[config.mk]
export PLATFORM = sky130hd
export DESIGN_NAME = freq_meter
export DESIGN_NICKNAME = d
export VERILOG_FILES = /design/src/rtl/freq_meter_pkg.sv /design/src/rtl/freq_meter_bin2bcd_seq.sv /design/src/rtl/freq_meter.sv
export SDC_FILE = /design/constraint.sdc
export NUM_CORES = 1
export LEC_CHECK = 0
export BUFFER_PORTS_ARGS = -buffer_cell sky130_fd_sc_hd__buf_4
export CAP_MARGIN = 40
export CORE_MARGIN = 10
export CORE_UTILIZATION = 25
export DETAILED_ROUTE_END_ITERATION = 8
export SKIP_CTS_REPAIR_TIMING = 1
export SKIP_LAST_GASP = 1
export SLEW_MARGIN = 5
export SYNTH_ARGS = -nofsm -noshare
export SYNTH_HDL_FRONTEND = slang
export SYNTH_SLANG_ARGS = --single-unit
[constraint.sdc]
create_clock -name clk -period 5.3 [get_ports clk]
set_input_delay 0.795 -clock clk [delete_from_list [all_inputs] [get_ports clk]]
set_output_delay 0.795 -clock clk [all_outputs]
set_load 0.01 [all_outputs]
[src/rtl/freq_meter_pkg.sv]
// freq_meter_pkg -- shared definitions for the frequency meter.
//
// Contents:
//   state_t          FSM encoding (IDLE, MEASURE, LATCH, CONVERT)
//   DEF_GATE_CYCLES  default gate window length in clk cycles (1 s at 50 MHz)
//   DEF_CNT_W        default edge counter / result width
//   BCD_DIGITS       number of BCD digits in the optional decimal output
//   BCD_W            width of the BCD output (4 bits per digit)
//   bcd_adjust()     add-3 correction step of the shift-add-3 converter
package freq_meter_pkg;

  typedef enum logic [1:0] {
    ST_IDLE    = 2'd0,
    ST_MEASURE = 2'd1,
    ST_LATCH   = 2'd2,
    ST_CONVERT = 2'd3
  } state_t;

  localparam int DEF_GATE_CYCLES = 50_000_000;
  localparam int DEF_CNT_W       = 26;
  localparam int BCD_DIGITS      = 8;
  localparam int BCD_W           = 4 * BCD_DIGITS;

  // Every digit of 5 or more gets 3 added, so the following left shift
  // carries correctly into the next decimal digit.
  function automatic logic [BCD_W-1:0] bcd_adjust(input logic [BCD_W-1:0] bcd);
    logic [BCD_W-1:0] res;
    res = bcd;
    for (int d = 0; d < BCD_DIGITS; d++) begin
      if (bcd[4*d +: 4] > 4'd4) res[4*d +: 4] = bcd[4*d +: 4] + 4'd3;
    end
    return res;
  endfunction

endpackage

[src/rtl/freq_meter_bin2bcd_seq.sv]
// bin2bcd_seq -- sequential shift-add-3 (double dabble) binary to BCD
// converter. Present only when FREQ_METER_BCD_EN is defined.
//
// Parameters:
//   CNT_W   width of the binary input
// Ports:
//   clk     clock
//   rstn    asynchronous active-low reset
//   start   one-cycle request; bin is sampled in the same cycle
//   bin     binary value to convert
//   busy    high while shift steps remain
//   done    one-cycle pulse; bcd holds the final result in that cycle
//   bcd     BCD_W-bit packed BCD result, digit 0 in [3:0]
//
// The first shift happens on the start edge itself, so the last of the
// CNT_W shifts lands CNT_W-1 cycles after start and done is visible
// CNT_W cycles after the start cycle.
`ifdef FREQ_METER_BCD_EN
module bin2bcd_seq
  import freq_meter_pkg::*;
#(
  parameter int CNT_W = DEF_CNT_W
) (
  input  logic             clk,
  input  logic             rstn,
  input  logic             start,
  input  logic [CNT_W-1:0] bin,
  output logic             busy,
  output logic             done,
  output logic [BCD_W-1:0] bcd
);

  localparam int REM_W = $clog2(CNT_W + 1);

  logic [CNT_W-1:0]       bin_sh;
  logic [REM_W-1:0]       rem;
  logic [BCD_W+CNT_W-1:0] src;
  logic [BCD_W+CNT_W-1:0] shifted;

  // A fresh start begins from an all-zero BCD accumulator.
  assign src     = start ? {{BCD_W{1'b0}}, bin} : {bcd, bin_sh};
  assign shifted = {bcd_adjust(src[CNT_W +: BCD_W]), src[CNT_W-1:0]} << 1;

  always_ff @(posedge clk or negedge rstn) begin
    if (!rstn) begin
      bcd    <= '0;
      bin_sh <= '0;
      rem    <= '0;
      busy   <= 1'b0;
      done   <= 1'b0;
    end else begin
      done <= 1'b0;
      if (start || busy) begin
        bcd    <= shifted[CNT_W +: BCD_W];
        bin_sh <= shifted[CNT_W-1:0];
      end
      if (start) begin
        if (CNT_W == 1) begin
          busy <= 1'b0;
          done <= 1'b1;
        end else begin
          busy <= 1'b1;
          rem  <= REM_W'(CNT_W - 1);
        end
      end else if (busy) begin
        rem <= rem - REM_W'(1);
        if (rem == REM_W'(1)) begin
          busy <= 1'b0;
          done <= 1'b1;
        end
      end
    end
  end

endmodule
`endif

[src/rtl/freq_meter.sv]
// freq_meter -- gated-window frequency meter.
//
// Counts rising edges of an asynchronous square wave over a window of
// GATE_CYCLES clk cycles. Windows run back to back with a single LATCH
// cycle of dead time between them, and the count of each completed
// window is published on freq_o with a one-cycle valid_o pulse.
//
// Parameters:
//   GATE_CYCLES  gate window length in clk cycles
//   CNT_W        width of the edge counter and of freq_o
// Ports:
//   clk      clock (20 ns)
//   rstn     asynchronous active-low reset
//   en       measurement enable; low holds / returns the block to IDLE
//   sig_in   square wave to measure, asynchronous to clk
//   freq_o   edge count of the last completed window
//   valid_o  one-cycle pulse when freq_o (and bcd_o) update
//   ovf_o    the last window saturated the edge counter
//   gate_o   high while a gate window is open
//   bcd_o    (FREQ_METER_BCD_EN only) freq_o as 8 BCD digits
//
// Build option: define FREQ_METER_BCD_EN to add bcd_o. The result then
// goes through a CNT_W-cycle converter while the next window is already
// running, so GATE_CYCLES must exceed CNT_W+2.
module freq_meter
  import freq_meter_pkg::*;
#(
  parameter int GATE_CYCLES = DEF_GATE_CYCLES,
  parameter int CNT_W       = DEF_CNT_W
) (
  input  logic             clk,
  input  logic             rstn,
  input  logic             en,
  input  logic             sig_in,
  output logic [CNT_W-1:0] freq_o,
  output logic             valid_o,
  output logic             ovf_o,
  output logic             gate_o
`ifdef FREQ_METER_BCD_EN
  ,
  output logic [BCD_W-1:0] bcd_o
`endif
);

  localparam int                GATE_W    = (GATE_CYCLES > 1) ? $clog2(GATE_CYCLES) : 1;
  localparam logic [GATE_W-1:0] GATE_LAST = GATE_W'(GATE_CYCLES - 1);
  localparam logic [CNT_W-1:0]  CNT_MAX   = '1;

  // --------------------------------------------------------------------
  // Input synchronizer and rising-edge detector. sync[1:0] is the
  // two-flop synchronizer; sync[2] is the history flop for detection.
  // --------------------------------------------------------------------
  logic [2:0] sync;
  logic       edge_det;

  // NOTE: clocked state uses non-blocking (<=) so each flop takes the
  // value from before the edge; with blocking assignments the three
  // stages would collapse into a single flop.
  always_ff @(posedge clk or negedge rstn) begin
    if (!rstn) sync <= '0;
    else       sync <= {sync[1:0], sig_in};
  end

  assign edge_det = sync[1] & ~sync[2];

  // --------------------------------------------------------------------
  // Gate FSM with the gate and edge counters.
  // --------------------------------------------------------------------
  state_t           state;
  logic [GATE_W-1:0] gate_cnt;
  logic [CNT_W-1:0]  edge_cnt;
  logic              sat;
  logic              latch_fire;

  always_ff @(posedge clk or negedge rstn) begin
    if (!rstn) begin
      state    <= ST_IDLE;
      gate_cnt <= '0;
      edge_cnt <= '0;
      sat      <= 1'b0;
      gate_o   <= 1'b0;
    end else begin
      case (state)
        // IDLE and LATCH both open a fresh window when enabled; LATCH is
        // the single dead cycle between back-to-back windows.
        ST_IDLE, ST_LATCH: begin
          if (en) begin
            state    <= ST_MEASURE;
            gate_cnt <= '0;
            edge_cnt <= '0;
            sat      <= 1'b0;
            gate_o   <= 1'b1;
          end else begin
            state <= ST_IDLE;
          end
        end

        ST_MEASURE: begin
          if (!en) begin
            // Abort: the partial count is simply never latched.
            state  <= ST_IDLE;
            gate_o <= 1'b0;
          end else begin
            if (edge_det) begin
              // Saturate instead of wrapping; sat records a lost edge.
              if (edge_cnt == CNT_MAX) sat <= 1'b1;
              else                     edge_cnt <= edge_cnt + CNT_W'(1);
            end
            if (gate_cnt == GATE_LAST) begin
              state  <= ST_LATCH;
              gate_o <= 1'b0;
            end else begin
              gate_cnt <= gate_cnt + GATE_W'(1);
            end
          end
        end

        default: begin
          state  <= ST_IDLE;
          gate_o <= 1'b0;
        end
      endcase
    end
  end

  // Edge and gate counters stay frozen through LATCH, so this cycle sees
  // the final count of the window that just closed.
  assign latch_fire = (state == ST_LATCH);

  // --------------------------------------------------------------------
  // Result publication.
  // --------------------------------------------------------------------
`ifdef FREQ_METER_BCD_EN
  logic [CNT_W-1:0] pend_freq;
  logic             pend_ovf;
  state_t           conv_state;
  logic             conv_busy;
  logic             conv_done;
  logic [BCD_W-1:0] conv_bcd;
  logic             commit;

  bin2bcd_seq #(
    .CNT_W(CNT_W)
  ) u_bin2bcd (
    .clk  (clk),
    .rstn (rstn),
    .start(latch_fire),
    .bin  (edge_cnt),
    .busy (conv_busy),
    .done (conv_done),
    .bcd  (conv_bcd)
  );

  assign commit = (conv_state == ST_CONVERT) && conv_done && !conv_busy;

  // The binary result and flag are parked until the decimal form is
  // ready, so freq_o, ovf_o and bcd_o always change together.
  always_ff @(posedge clk or negedge rstn) begin
    if (!rstn) begin
      pend_freq  <= '0;
      pend_ovf   <= 1'b0;
      conv_state <= ST_IDLE;
      freq_o     <= '0;
      ovf_o      <= 1'b0;
      bcd_o      <= '0;
      valid_o    <= 1'b0;
    end else begin
      valid_o <= 1'b0;
      if (latch_fire) begin
        pend_freq  <= edge_cnt;
        pend_ovf   <= sat;
        conv_state <= ST_CONVERT;
      end else if (commit) begin
        freq_o     <= pend_freq;
        ovf_o      <= pend_ovf;
        bcd_o      <= conv_bcd;
        valid_o    <= 1'b1;
        conv_state <= ST_IDLE;
      end
    end
  end
`else
  always_ff @(posedge clk or negedge rstn) begin
    if (!rstn) begin
      freq_o  <= '0;
      ovf_o   <= 1'b0;
      valid_o <= 1'b0;
    end else begin
      valid_o <= latch_fire;
      if (latch_fire) begin
        freq_o <= edge_cnt;
        ovf_o  <= sat;
      end
    end
  end
`endif

endmodule

==> flow_summary.toml <==
[layout]
final_area_mm2 = 0.00509
antenna_cells = 0
nNetsFinal = 472
most-common-layout-cells = "dfrtp_1 (87), nand2_1 (48), o21ai_0 (41)"
area_growth_pct = 17.8
layout_commonest_cell = "dfrtp_1"
drive_gt1_share_pct = 19.1
final_core_util_pct = 29.8
fillers = 1778

[global_route]
gr-usage-met3_pct = 3.27
gr-usage-met1_pct = 12.1
antenna_found_initial = 0
grt_start_max_net_pins = 67
grt_pass1_wl_um = 17800
grtUsageTotal_pct = 9.54
grt_overflow = 0
grt_util_met2_pct = 14.9
grt_busiest_layer = "met2"
grt_pass1_vias = 3476

[sta]
slew-limit-headroom_pct = 41.2
tightest_slew_ps = 874
fin_setup_tns_ps = 0
fin_skew_ps = 10.2
fin_crit_sh_pct = 47.4
setup_viol = 0
rsz0062_at_grt = "false"
max_freq_mhz = 398
slew_viol_final = 0
final.min_clock_period_ps = 2510
finalHoldViolCount = 0
worst_slack_ps = 2790

[floorplanning]
start_util_pct = 25.3
die_x_um = 152
fp.coreArea_mm2 = 0.0171
io_pins = 33
dieArea_mm2 = 0.0230
rows = 48
die_h_um = 152

[setup_path]
critPathArrivalTime_ps = 2780
required_ps = 5570
path_class = "flip-flop to flip-flop"
rr_worst_depth = 6
path_cells = "ha_1, nand3_1, nor4_1, a21oi_2, o2111ai_1, mux2i_1"
cp_max_fo = 8
end_kind = "flip-flop"
cp-start-kind = "flip-flop"
crit_slowest_cell = "nor4_1"
critPathMaxStageDelay_ps = 730

[placement]
postPlaceCellArea_mm2 = 0.00480
place_ws_ps = 2790
dp_hpwl_um = 7300
place_congestion = 0.862
io_buffers = 32

[route]
num_vias = 3538
drt-vias-per-instance = 5.08
first_pass_iters = 4
wire_per_inst_um = 15.1
wl_um = 10500
drt_iter0_markers = 231
ant_nets = 0
drc_errors = 0

[pwr]
vdd_drop_max_v = 0.000138
powerDensity_mw_per_mm2 = 284
leakage_nw = 2.19

[cts]
cts.sinks = 87
htreeDepth = 3
numCtsBuffers = 9
clk_pin_slew_worst_paths_ps = 60
clockBufferDepth = 2
clk_latency_ps = 350
cts_tree = "done"
clockRootBuffer = "clkbuf_16"

[synth]
synth_cell_types = 59
synth_seq_cells = 87
synth_cells = 437
syn_avg_cell_area_um2 = 9.90
syn-num-nets = 443
synth_edf_count = 0
synth-seq-area-share_pct = 50.3
ys_warn_count = 0
syn_area_mm2 = 0.00432
synth_flop_cell = "dfrtp_1"
async_flop_share_pct = 100

[outcome]
outcome = "complete, no violations"

[worst_hold_path]
hold_class = "input port to async pin"

[job]
drv_cap = 0
logic make-up (layout without fill, tap and decap cells):
logic type	Yosys count	count (layout)	share of synthesized area (%)
mux	26	26	6.66
buf+inv	29	63	2.89
simple gates	173	173	21.7
flops	87	87	50.3
xor+xnor	4	4	0.810
fa+ha+maj	2	2	0.579
compound gates	116	116	17.0
per-layer routing:
metal / share of wire [%] / up-vias
met5: 0 / -
met4: 1.2 / 0
met3: 5.6 / 12
met2: 49 / 77
met1: 45 / 1750
li1: - / 1699
final timing paths:
kind / from / to / slack (ps)
max in group asynchronous: rstn / gate_cnt[8] / 3850
hold reg to reg: sync[0] / sync[1] / 350
setup / recovery: gate_cnt[0] / gate_cnt[22] / 2790
hold / removal: rstn / gate_cnt[24] / 330
setup reg to reg: gate_cnt[0] / gate_cnt[22] / 2790
min in group clk: sync[0] / sync[1] / 350
flip-flops by register name, indices dropped and copies added, names as in the netlist, 2 cells and up:
name and flops:
gate_cnt 26, state 2, freq_o 26, sync 3, edge_cnt 26
layout make-up:
| cell class | count | area [um2] | share of cell area [%] |
|---|---|---|---|
| Inverter | 10 | 37.5 | 0.737 |
| Clock inverter | 6 | 68.8 | 1.35 |
| Multi-Input combinational cell | 321 | 2020 | 39.7 |
| Tap cell | 225 | 282 | 5.53 |
| Clock buffer | 10 | 229 | 4.50 |
| Sequential cell | 87 | 2180 | 42.7 |
| Timing Repair Buffer | 37 | 278 | 5.45 |
through the flow:
stage	std cells	power [mW]	hold slack, ps
floorplan	437	0.779	331
global placement	679	0.816	338
detailed placement	680	0.823	343
CTS	696	1.46	336
global route	696	1.51	339
finish	696	1.45	333
power by group:
group	internal, mW	switching, mW
logic	0.0328	0.0749
registers	0.679	0.0215
clock network	0.368	0.271
total	1.08	0.368
worst max-delay path, delay by kind of cell (launching register included):
kind,cells,cell delay (ps)
and+or+nand+nor,2,990
AOI/OAI and AO/OA,2,600
adders and majority gates,1,200
DFF,1,410
muxes,1,220
cell usage after synthesis (all sizes together), types with 5 or more instances:
library cell  instances  area share, %
nand4                16            2.3
nand3                24            2.9
buf                   7           0.95
o21ai                43            5.0
clkbuf               12            1.1
o211ai                6            1.0
a41oi                 5            1.0
or2                   5           0.72
or4                  10            1.8
nand2                49            4.3
mux2                 22            5.7
and3                  9            1.3
a211oi                6            1.2
a21oi                26            3.1
nor4                  7            1.4
inv                  10           0.87
nor2                 22            1.9
dfrtp                87             50
or3                   6           0.87
a31oi                 8            1.2
nor3                  9            1.2
Power figures use the tool's default switching activity.
